$ cat config.mk
export PLATFORM = sky130hd
export DESIGN_NAME = ntt_sched
export DESIGN_NICKNAME = d
export VERILOG_FILES = /design/src/rtl/ntt_sched.sv
export SDC_FILE = /design/constraint.sdc
export NUM_CORES = 1
export LEC_CHECK = 0
export ABC_AREA = 1
export CORE_AREA = 2 2 109 111
export DETAILED_ROUTE_END_ITERATION = 8
export DIE_AREA = 0 0 111 113
export DONT_BUFFER_PORTS = 1
export GPL_TIMING_DRIVEN = 0
export MAX_ROUTING_LAYER = met4
export PLACE_DENSITY = 0.32
export REMOVE_ABC_BUFFERS = 1
export SLEW_MARGIN = 20
export SYNTH_ARGS = -nofsm -noshare
export SYNTH_HDL_FRONTEND = slang
export SYNTH_SLANG_ARGS = --single-unit
export TNS_END_PERCENT = 20
$ cat constraint.sdc
create_clock -name clk -period 1.27 [get_ports clk]
set_clock_uncertainty 0.15 [all_clocks]
set_input_delay 0.127 -clock clk [delete_from_list [all_inputs] [get_ports clk]]
set_output_delay 0.127 -clock clk [all_outputs]
set_load 0.005 [all_outputs]
$ cat src/rtl/ntt_sched.sv
// ntt_sched: round-robin scheduler that shares one NTT engine among NREQ
// requesters and muxes the engine's memory master onto the owner's bank.
// Optional watchdog: define NTT_SCHED_TIMEOUT_EN to build the timeout counter
// and sticky err flag; without it err is tied low and the FSM waits on done.
module ntt_sched #(
   parameter int NREQ    = 2,
   parameter int DEPTH   = 1024,
   parameter int SIZE    = 32,
   parameter int TIMEOUT = 65535,
   localparam int AW     = $clog2(DEPTH) + 1
) (
   input  logic                      clk,
   input  logic                      rst,
   input  logic [NREQ-1:0]           req,
   output logic [NREQ-1:0]           ack,
   output logic [NREQ-1:0]           grant,
   output logic                      busy,
   output logic                      ntt_enable,
   input  logic                      ntt_busy,
   input  logic                      ntt_done,
   input  logic [AW-1:0]             m_addr_r,
   input  logic [AW-1:0]             m_addr_w,
   input  logic [SIZE-1:0]           m_D,
   input  logic                      m_WE,
   input  logic                      m_RE,
   output logic [SIZE-1:0]           m_Q,
   output logic                      m_valid,
   output logic [NREQ-1:0][AW-1:0]   s_addr_r,
   output logic [NREQ-1:0][AW-1:0]   s_addr_w,
   output logic [NREQ-1:0][SIZE-1:0] s_D,
   output logic [NREQ-1:0]           s_WE,
   output logic [NREQ-1:0]           s_RE,
   input  logic [NREQ-1:0][SIZE-1:0] s_Q,
   input  logic [NREQ-1:0]           s_valid,
   output logic                      err
);

   localparam int PW = $clog2(NREQ);

   // Reject unsupported configurations at elaboration time
   if (NREQ < 2 || NREQ > 8 || TIMEOUT < 1) begin : g_param_chk
      $error("ntt_sched: NREQ must be 2..8 and TIMEOUT >= 1");
   end

   typedef enum logic [1:0] {IDLE, START, RUN, RELEASE} state_t;

   state_t          state_q, state_d;
   logic [NREQ-1:0] grant_q, grant_d;
   logic [NREQ-1:0] ack_q, ack_d;
   logic            en_q, en_d;
   logic [PW-1:0]   win_q, win_d;
   logic [PW-1:0]   rr_q, rr_d;
   logic [PW-1:0]   win;
   logic            to_hit;

   // Winner = requester with the smallest rotated distance from rr_q
   always_comb begin
      int best;
      int d;
      win  = '0;
      best = NREQ;
      d    = 0;
      for (int i = 0; i < NREQ; i++) begin
         if (req[i]) begin
            d = i - int'(rr_q);
            if (d < 0) d = d + NREQ;
            if (d < best) begin
               best = d;
               win  = PW'(i);
            end
         end
      end
   end

   // FSM next state; done (or watchdog) wins over busy in START
   always_comb begin
      state_d = state_q;
      grant_d = grant_q;
      ack_d   = '0;
      en_d    = 1'b0;
      win_d   = win_q;
      rr_d    = rr_q;
      case (state_q)
         IDLE: begin
            if (|req) begin
               win_d   = win;
               grant_d = NREQ'(1) << win;
               state_d = START;
            end
         end
         START, RUN: begin
            if (ntt_done || to_hit) begin
               state_d      = RELEASE;
               grant_d      = '0;
               ack_d[win_q] = 1'b1;
            end else if (state_q == START) begin
               if (ntt_busy) state_d = RUN;
               else          en_d    = 1'b1;
            end
         end
         RELEASE: begin
            rr_d    = (win_q == PW'(NREQ - 1)) ? '0 : win_q + 1'b1;
            state_d = IDLE;
         end
         default: state_d = IDLE;
      endcase
   end

   // FSM state and registered outputs
   always_ff @(posedge clk or negedge rst) begin
      if (!rst) begin
         state_q <= IDLE;
         grant_q <= '0;
         ack_q   <= '0;
         en_q    <= 1'b0;
         win_q   <= '0;
         rr_q    <= '0;
      end else begin
         state_q <= state_d;
         grant_q <= grant_d;
         ack_q   <= ack_d;
         en_q    <= en_d;
         win_q   <= win_d;
         rr_q    <= rr_d;
      end
   end

`ifdef NTT_SCHED_TIMEOUT_EN
   localparam int CW = $clog2(TIMEOUT + 1);
   logic [CW-1:0] cnt_q, cnt_d;
   logic          err_q, err_d;

   assign to_hit = (cnt_q >= CW'(TIMEOUT));

   // Watchdog: held at zero in IDLE, counts through START/RUN; err is sticky
   always_comb begin
      cnt_d = cnt_q;
      err_d = err_q;
      if (state_q == IDLE) begin
         cnt_d = '0;
         if (|req) err_d = 1'b0;
      end else if (state_q == START || state_q == RUN) begin
         if (to_hit && !ntt_done) err_d = 1'b1;
         else                     cnt_d = cnt_q + 1'b1;
      end
   end

   // Watchdog registers
   always_ff @(posedge clk or negedge rst) begin
      if (!rst) begin
         cnt_q <= '0;
         err_q <= 1'b0;
      end else begin
         cnt_q <= cnt_d;
         err_q <= err_d;
      end
   end

   assign err = err_q;
`else
   assign to_hit = 1'b0;
   assign err    = 1'b0;
`endif

   // Combinational memory mux: only the granted bank sees the engine
   always_comb begin
      m_Q     = '0;
      m_valid = 1'b0;
      for (int i = 0; i < NREQ; i++) begin
         s_addr_r[i] = grant_q[i] ? m_addr_r : '0;
         s_addr_w[i] = grant_q[i] ? m_addr_w : '0;
         s_D[i]      = grant_q[i] ? m_D      : '0;
         s_WE[i]     = grant_q[i] & m_WE;
         s_RE[i]     = grant_q[i] & m_RE;
         if (grant_q[i]) begin
            m_Q     = s_Q[i];
            m_valid = s_valid[i];
         end
      end
   end

   assign grant      = grant_q;
   assign ack        = ack_q;
   assign ntt_enable = en_q;
   assign busy       = (state_q != IDLE);

endmodule
* After elaboration in Yosys (flattened, before gate mapping) *
Cells that the tools add are included.
W data, S select, Z words.

cells by class
  add/sub/neg operators = 5
  $lt $le $gt $ge = 6
  equality and inequality tests = 7
  shift-type cells = 1
  multiplexer cells = 35
  bitwise gates (word level) = 4
  reductions and logical operators = 9

operators with widths
  operator               number
  $mux W32               10
  $mux W11               4
  $lt A32 B3 Y1 const B  1
  $lt A32 B32 Y1         1
  $mux W2                8
  $mux W1                10
  $add A2 B3 Y4 const B  2
  $ne A3 B3 Y1 const B   2
  $pmux W2 S3            1
  $reduce_and A3 Y1      2
  $and A1 B1 Y1          4
  $eq A2 B2 Y1 const B   2
  $lt A2 B1 Y1 const B   2
  $ne A2 B2 Y1 const B   2
  $pmux W2 S2            1
  $reduce_bool A2 Y1     2
  $reduce_or A2 Y1       2
  $sub A1 B1 Y2 const A  2
  $eq A2 B1 Y1 const B   1
  $logic_not A2 Y1       1
  $lt A1 B2 Y1 const B   1
  $reduce_and A2 Y1      1
  $shl A1 B1 Y2 const A  1
  $add A1 B1 Y1 const B  1
  other kinds (3)        3

word-level totals
  register bits after elaboration = 9
  bits of input ports = 128
  word-level logic and storage cells = 73

* Depth between registers and ports, before layout *
Gate-level depths: netlist (run 1).

  depth after elaboration = 13
  gate-level depth with buffers = 9
  gate-level depth less buffers = 9

* Least setup slack after synthesis (run 1) *
No wires, ideal clock.

  kind = flip-flop to flip-flop
  start = register state_q[0]
  end = register grant_q[1], in the netlist grant[1]
  setup time = 0.121 ns
  arrival time = 1.116 ns
  slack = -0.116 ns
  stages on the path, launching flop included = 9
  path buffers = 0
  cells stage by stage = dfrtp_1 inv_1 ha_1 inv_2 nand2_1 nand2_1 nand2_2 nand2_1 o21ai_1

between the ends
  word-level cells in the longest chain between the ends = 4
  elaborated cells on any way between the ends = 9
  those cells by class = eq/ne: 4; mux: 1; reduce/logical: 4

ends and longest elaborated chain
  element                                                       line  source
  start, declared                                               47    state_t state_q, state_d;
  start signal, assigned                                        119   state_q <= state_d;
  $eq A2 B1 Y1 or $eq A2 B2 Y1 (tied branches)                  83    case (state_q)
  $reduce_or A2 Y1                                              83
  $ne A2 B2 Y1 (no line) or $reduce_bool A2 Y1 (tied branches)  -
  $reduce_and A3 Y1 (no line)                                   -
  end signal, assigned                                          120   grant_q <= grant_d;
  end, declared                                                 48    logic [NREQ-1:0] grant_q, grant_d;

Parallel ways exist; a longest one is shown, timed or not.
A chain may end at the register's enable or synchronous reset.

* Worst setup path after layout (run 1) *
  start = register grant_q[1], in the netlist grant[1]
  end = output port m_valid

between the ends
  word-level cells in the longest chain between the ends = 1

ends and longest elaborated chain
  element        line  source
  $mux W1        175   if (grant_q[i]) begin
  end, declared  27    output logic m_valid,

No other way between the ends.

==> key figures, run 1 <==
Place
  • Port Buffers: 0
  • Placer Congestion: 0.7483
  • Placed Instances: ~520
  • Post-DP HPWL: around 5600 um

CTS
  • Clock root buffer: clkbuf_16
  • H-tree depth: 1
  • Skew-Pair Late Insertion Delay: 0.24 ns
  • CTS clock-pin slew for the worst setup and hold paths: 0.04 ns
  • Clock buffer depth: 2
  • CTS tree: yes
  • Sink Count: 9
  • CTS buffer count: 3

STA
  • Setup-failing EPs final: between 100 and 150
  • Final Cycle Share: 120.1%
  • Fmax: 0.6559 GHz
  • Hold WS: 0.01315 ns
  • Final worst slack: -0.2547 ns
  • Pins Over Slew Limit: 0
  • Tmin final: ~1.5 ns
  • RSZ-0062 raised after global routing: yes
  • Final hold vios: 0

Hold path
  • Hold Path Class: primary input to register

Critical path
  • Crit-path max cell delay: roughly 0.53 ns
  • Kind of critical path: register to output port
  • Crit end category: output port
  • CP Max Fanout: 9
  • Crit path DAT: 1.25 ns
  • Startpoint types: register
  • Crit path cell chain: buf_16 > clkinv_16 > nand3_2 > nand2_2
  • Slowest stage cell on the critical path: dfrtp_4
  • WP data required: 0.99 ns

Die
  • Core area: 11270 um^2
  • Initial Util: approximately 16%
  • Die height: around 110 um
  • Core Rows: 39
  • I/O pin count: 280
  • Die width: 111 um
  • Die area: 12540 um^2

Synth
  • Synthesized cell area: 1842 um^2
  • Post-synth cell types: 17
  • Syn Inst Count: 401
  • Mean Syn Cell Area: around 4.6 um^2
  • Synth Register Bits: 9
  • Largest area contributor in the netlist: nand2_1
  • Top post-synthesis cells by area: nand2_1 40%, inv_1 24%, dfrtp_1 12%
  • Synth top area share: between 30% and 40%
  • Register area share after synthesis: 12.23%
  • YS warnings: 0

Status
  • Failing checks: setup timing
  • Status: finished, violations left

Finish
  • Nets: 539
  • Final Non-Filler Cells: 551
  • Share of layout cells above drive strength 1: 23.83%
  • Fin util: 23.62%
  • Layout area overhead: 44.57%

Global routing
  • Initial antenna violation count: 1
  • Gr usage total: 12.48%
  • Gr ovfl total: 0
  • Vias in the first global route: between 1500 and 2000
  • Largest net degree at the start of global routing: 30
  • First-pass GRT wire length: 11610 um

Routing
  • DRC: 0
  • Iter 0 DRT Violations: 107
  • Drt pass-1 iters: 4
  • Vias per Instance: roughly 4.2
  • Final ANT Viol Nets: 0
  • Wire per inst: 16.52 um
  • Routed WL: 9100 um
  • Via Count: 2313

Power and ir drop
  • Power Dens Cells: 1859 nW/um^2
  • Leakage power: 2.009 nW
  • Final Power: 4.950 mW
  • Max IR drop VDD: 1148 uV

Flow run
  • Max_cap viols: 0
[flip-flops by register name, summed over array words and instances, names as in the netlist]
| name | flops |
|---|---|
| ntt_enable | 1 |
| rr_q | 1 |
| ack | 2 |
| grant | 2 |
| state_q | 2 |
| win_q | 1 |
[per-stage QoR]
step	setup TNS, ns	cell area [um^2]	setup WS [ns]
2_1_floorplan	-143.63	1700	-1.426
3_3_place_gp	-259.82	1879	-2.705
3_5_place_dp	-34.58	1927	-0.8054
4_1_cts	-29.21	2399	-0.2934
5_1_grt	-33.62	2663	-0.3117
6_report	-25.41	2663	-0.2547
[worst max-delay path, delay by kind of cell (launching register included)]
family	cells	cell delay, ns
buf+inv	2	0.29
flops	1	0.53
simple gates	2	0.18
[area by class of cell]
type,count,area (um^2)
Antenna cell,1,2.502
Clock buffer,3,75.07
Clock inverter,1,5.005
Fill cell,1280,8610
Inverter,120,479.2
Multi-Input combinational cell,248,1210
Sequential cell,9,232.7
Tap cell,143,178.9
Timing Repair Buffer,24,432.9
Timing Repair inverter,2,46.29
[repair_timing]
action | CTS | global route
cloned | 7 | 3
setup buffers | 6 | 3
pin swaps | 2 | 1
gates resized for setup | 32 | 69
endpoints found under the hold margin | 17 | 0
setup endpoints to repair | 153 | 154
hold buffers | 5 | 0
[layout by cell type, fill, tap and decap left out, types with 3 or more instances in the layout]
cell type      Yosys  layout
inv_2              2      30
nand2_2            3      18
nand3_2            0       3
buf_12             0       4
dfrtp_1            9       7
nand2_4            0      14
nand2_1          194     165
nor2_1             3       3
nand3_1           37      34
dlygate4sd3_1      0       5
bufbuf_16          0       4
o21ai_0            3       3
buf_4              1       4
inv_1            118      88
clkbuf_16          0       5
[cells in the mapped netlist]
cell	number
ha_1	3
a21oi_1	1
nand2_1	194
nor2_1	3
nand3_1	37
dfrtp_1	9
o21ai_0	3
inv_2	2
nand2_2	3
nor4b_1	1
buf_6	3
o21ai_1	1
buf_2	20
inv_1	118
nor2_2	1
buf_4	1
conb_1	1
[worst paths after layout]
kind / from / to / slack, ns / depth (start not counted)
max: grant[1]$_DFFE_PN0P_ / m_valid / -0.25 / 4
min: ntt_busy / state_q[1]$_DFFE_PN0P_ / 0.01 / 4
max reg2reg: state_q[0]$_DFFE_PN0P_ / grant[0]$_DFFE_PN0P_ / -0.15 / 9
min reg2reg: win_q$_DFFE_PN0P_ / ack[0]$_DFF_PN0_ / 0.31 / 1
max in group asynchronous: rst / grant[1]$_DFFE_PN0P_ / 0.52 / 1
min in group asynchronous: rst / win_q$_DFFE_PN0P_ / 0.12 / 1
[where the power goes]
part	switching (mW)	internal, mW	total [mW]	leakage (nW)
clock network	0.146	0.415	0.561	0.0409
logic	2.32	1.49	3.81	1.86
registers	0.148	0.427	0.574	0.112
total	2.62	2.33	4.95	2.01
[per-layer routing]
layer | routed length [um] | track usage (%)
met1 | 3510 | 13.63
met4 | 181 | 4.250
met2 | 4784 | 22.70
met5 | 0 | -
met3 | 623 | 2.517
[cells by family (layout without fill, tap and decap cells)]
kind of cell / after synthesis / after routing / synth area share (%)
adder cells (fa/ha/maj): 3 / 3 / 2.038
AO/OA/AOI/OAI: 5 / 5 / 1.358
flip-flops: 9 / 9 / 12.23
buffers and inverters: 144 / 150 / 32.13
AND/OR/NAND/NOR: 239 / 239 / 52.04
other: 1 / 2 / 0.2036
No activity file was read; power rests on OpenSTA's default activity.
==> inputs of run 2 (changes only) <==
--- a/config.mk
+++ b/config.mk
@@ -6,6 +6,7 @@
 export NUM_CORES = 1
 export LEC_CHECK = 0
 export ABC_AREA = 1
+export CAP_MARGIN = 10
 export CORE_AREA = 2 2 109 111
 export DETAILED_ROUTE_END_ITERATION = 8
 export DIE_AREA = 0 0 111 113
==> results of run 2 <==
Final layout, timing and power as in run 1 (identical DEF).
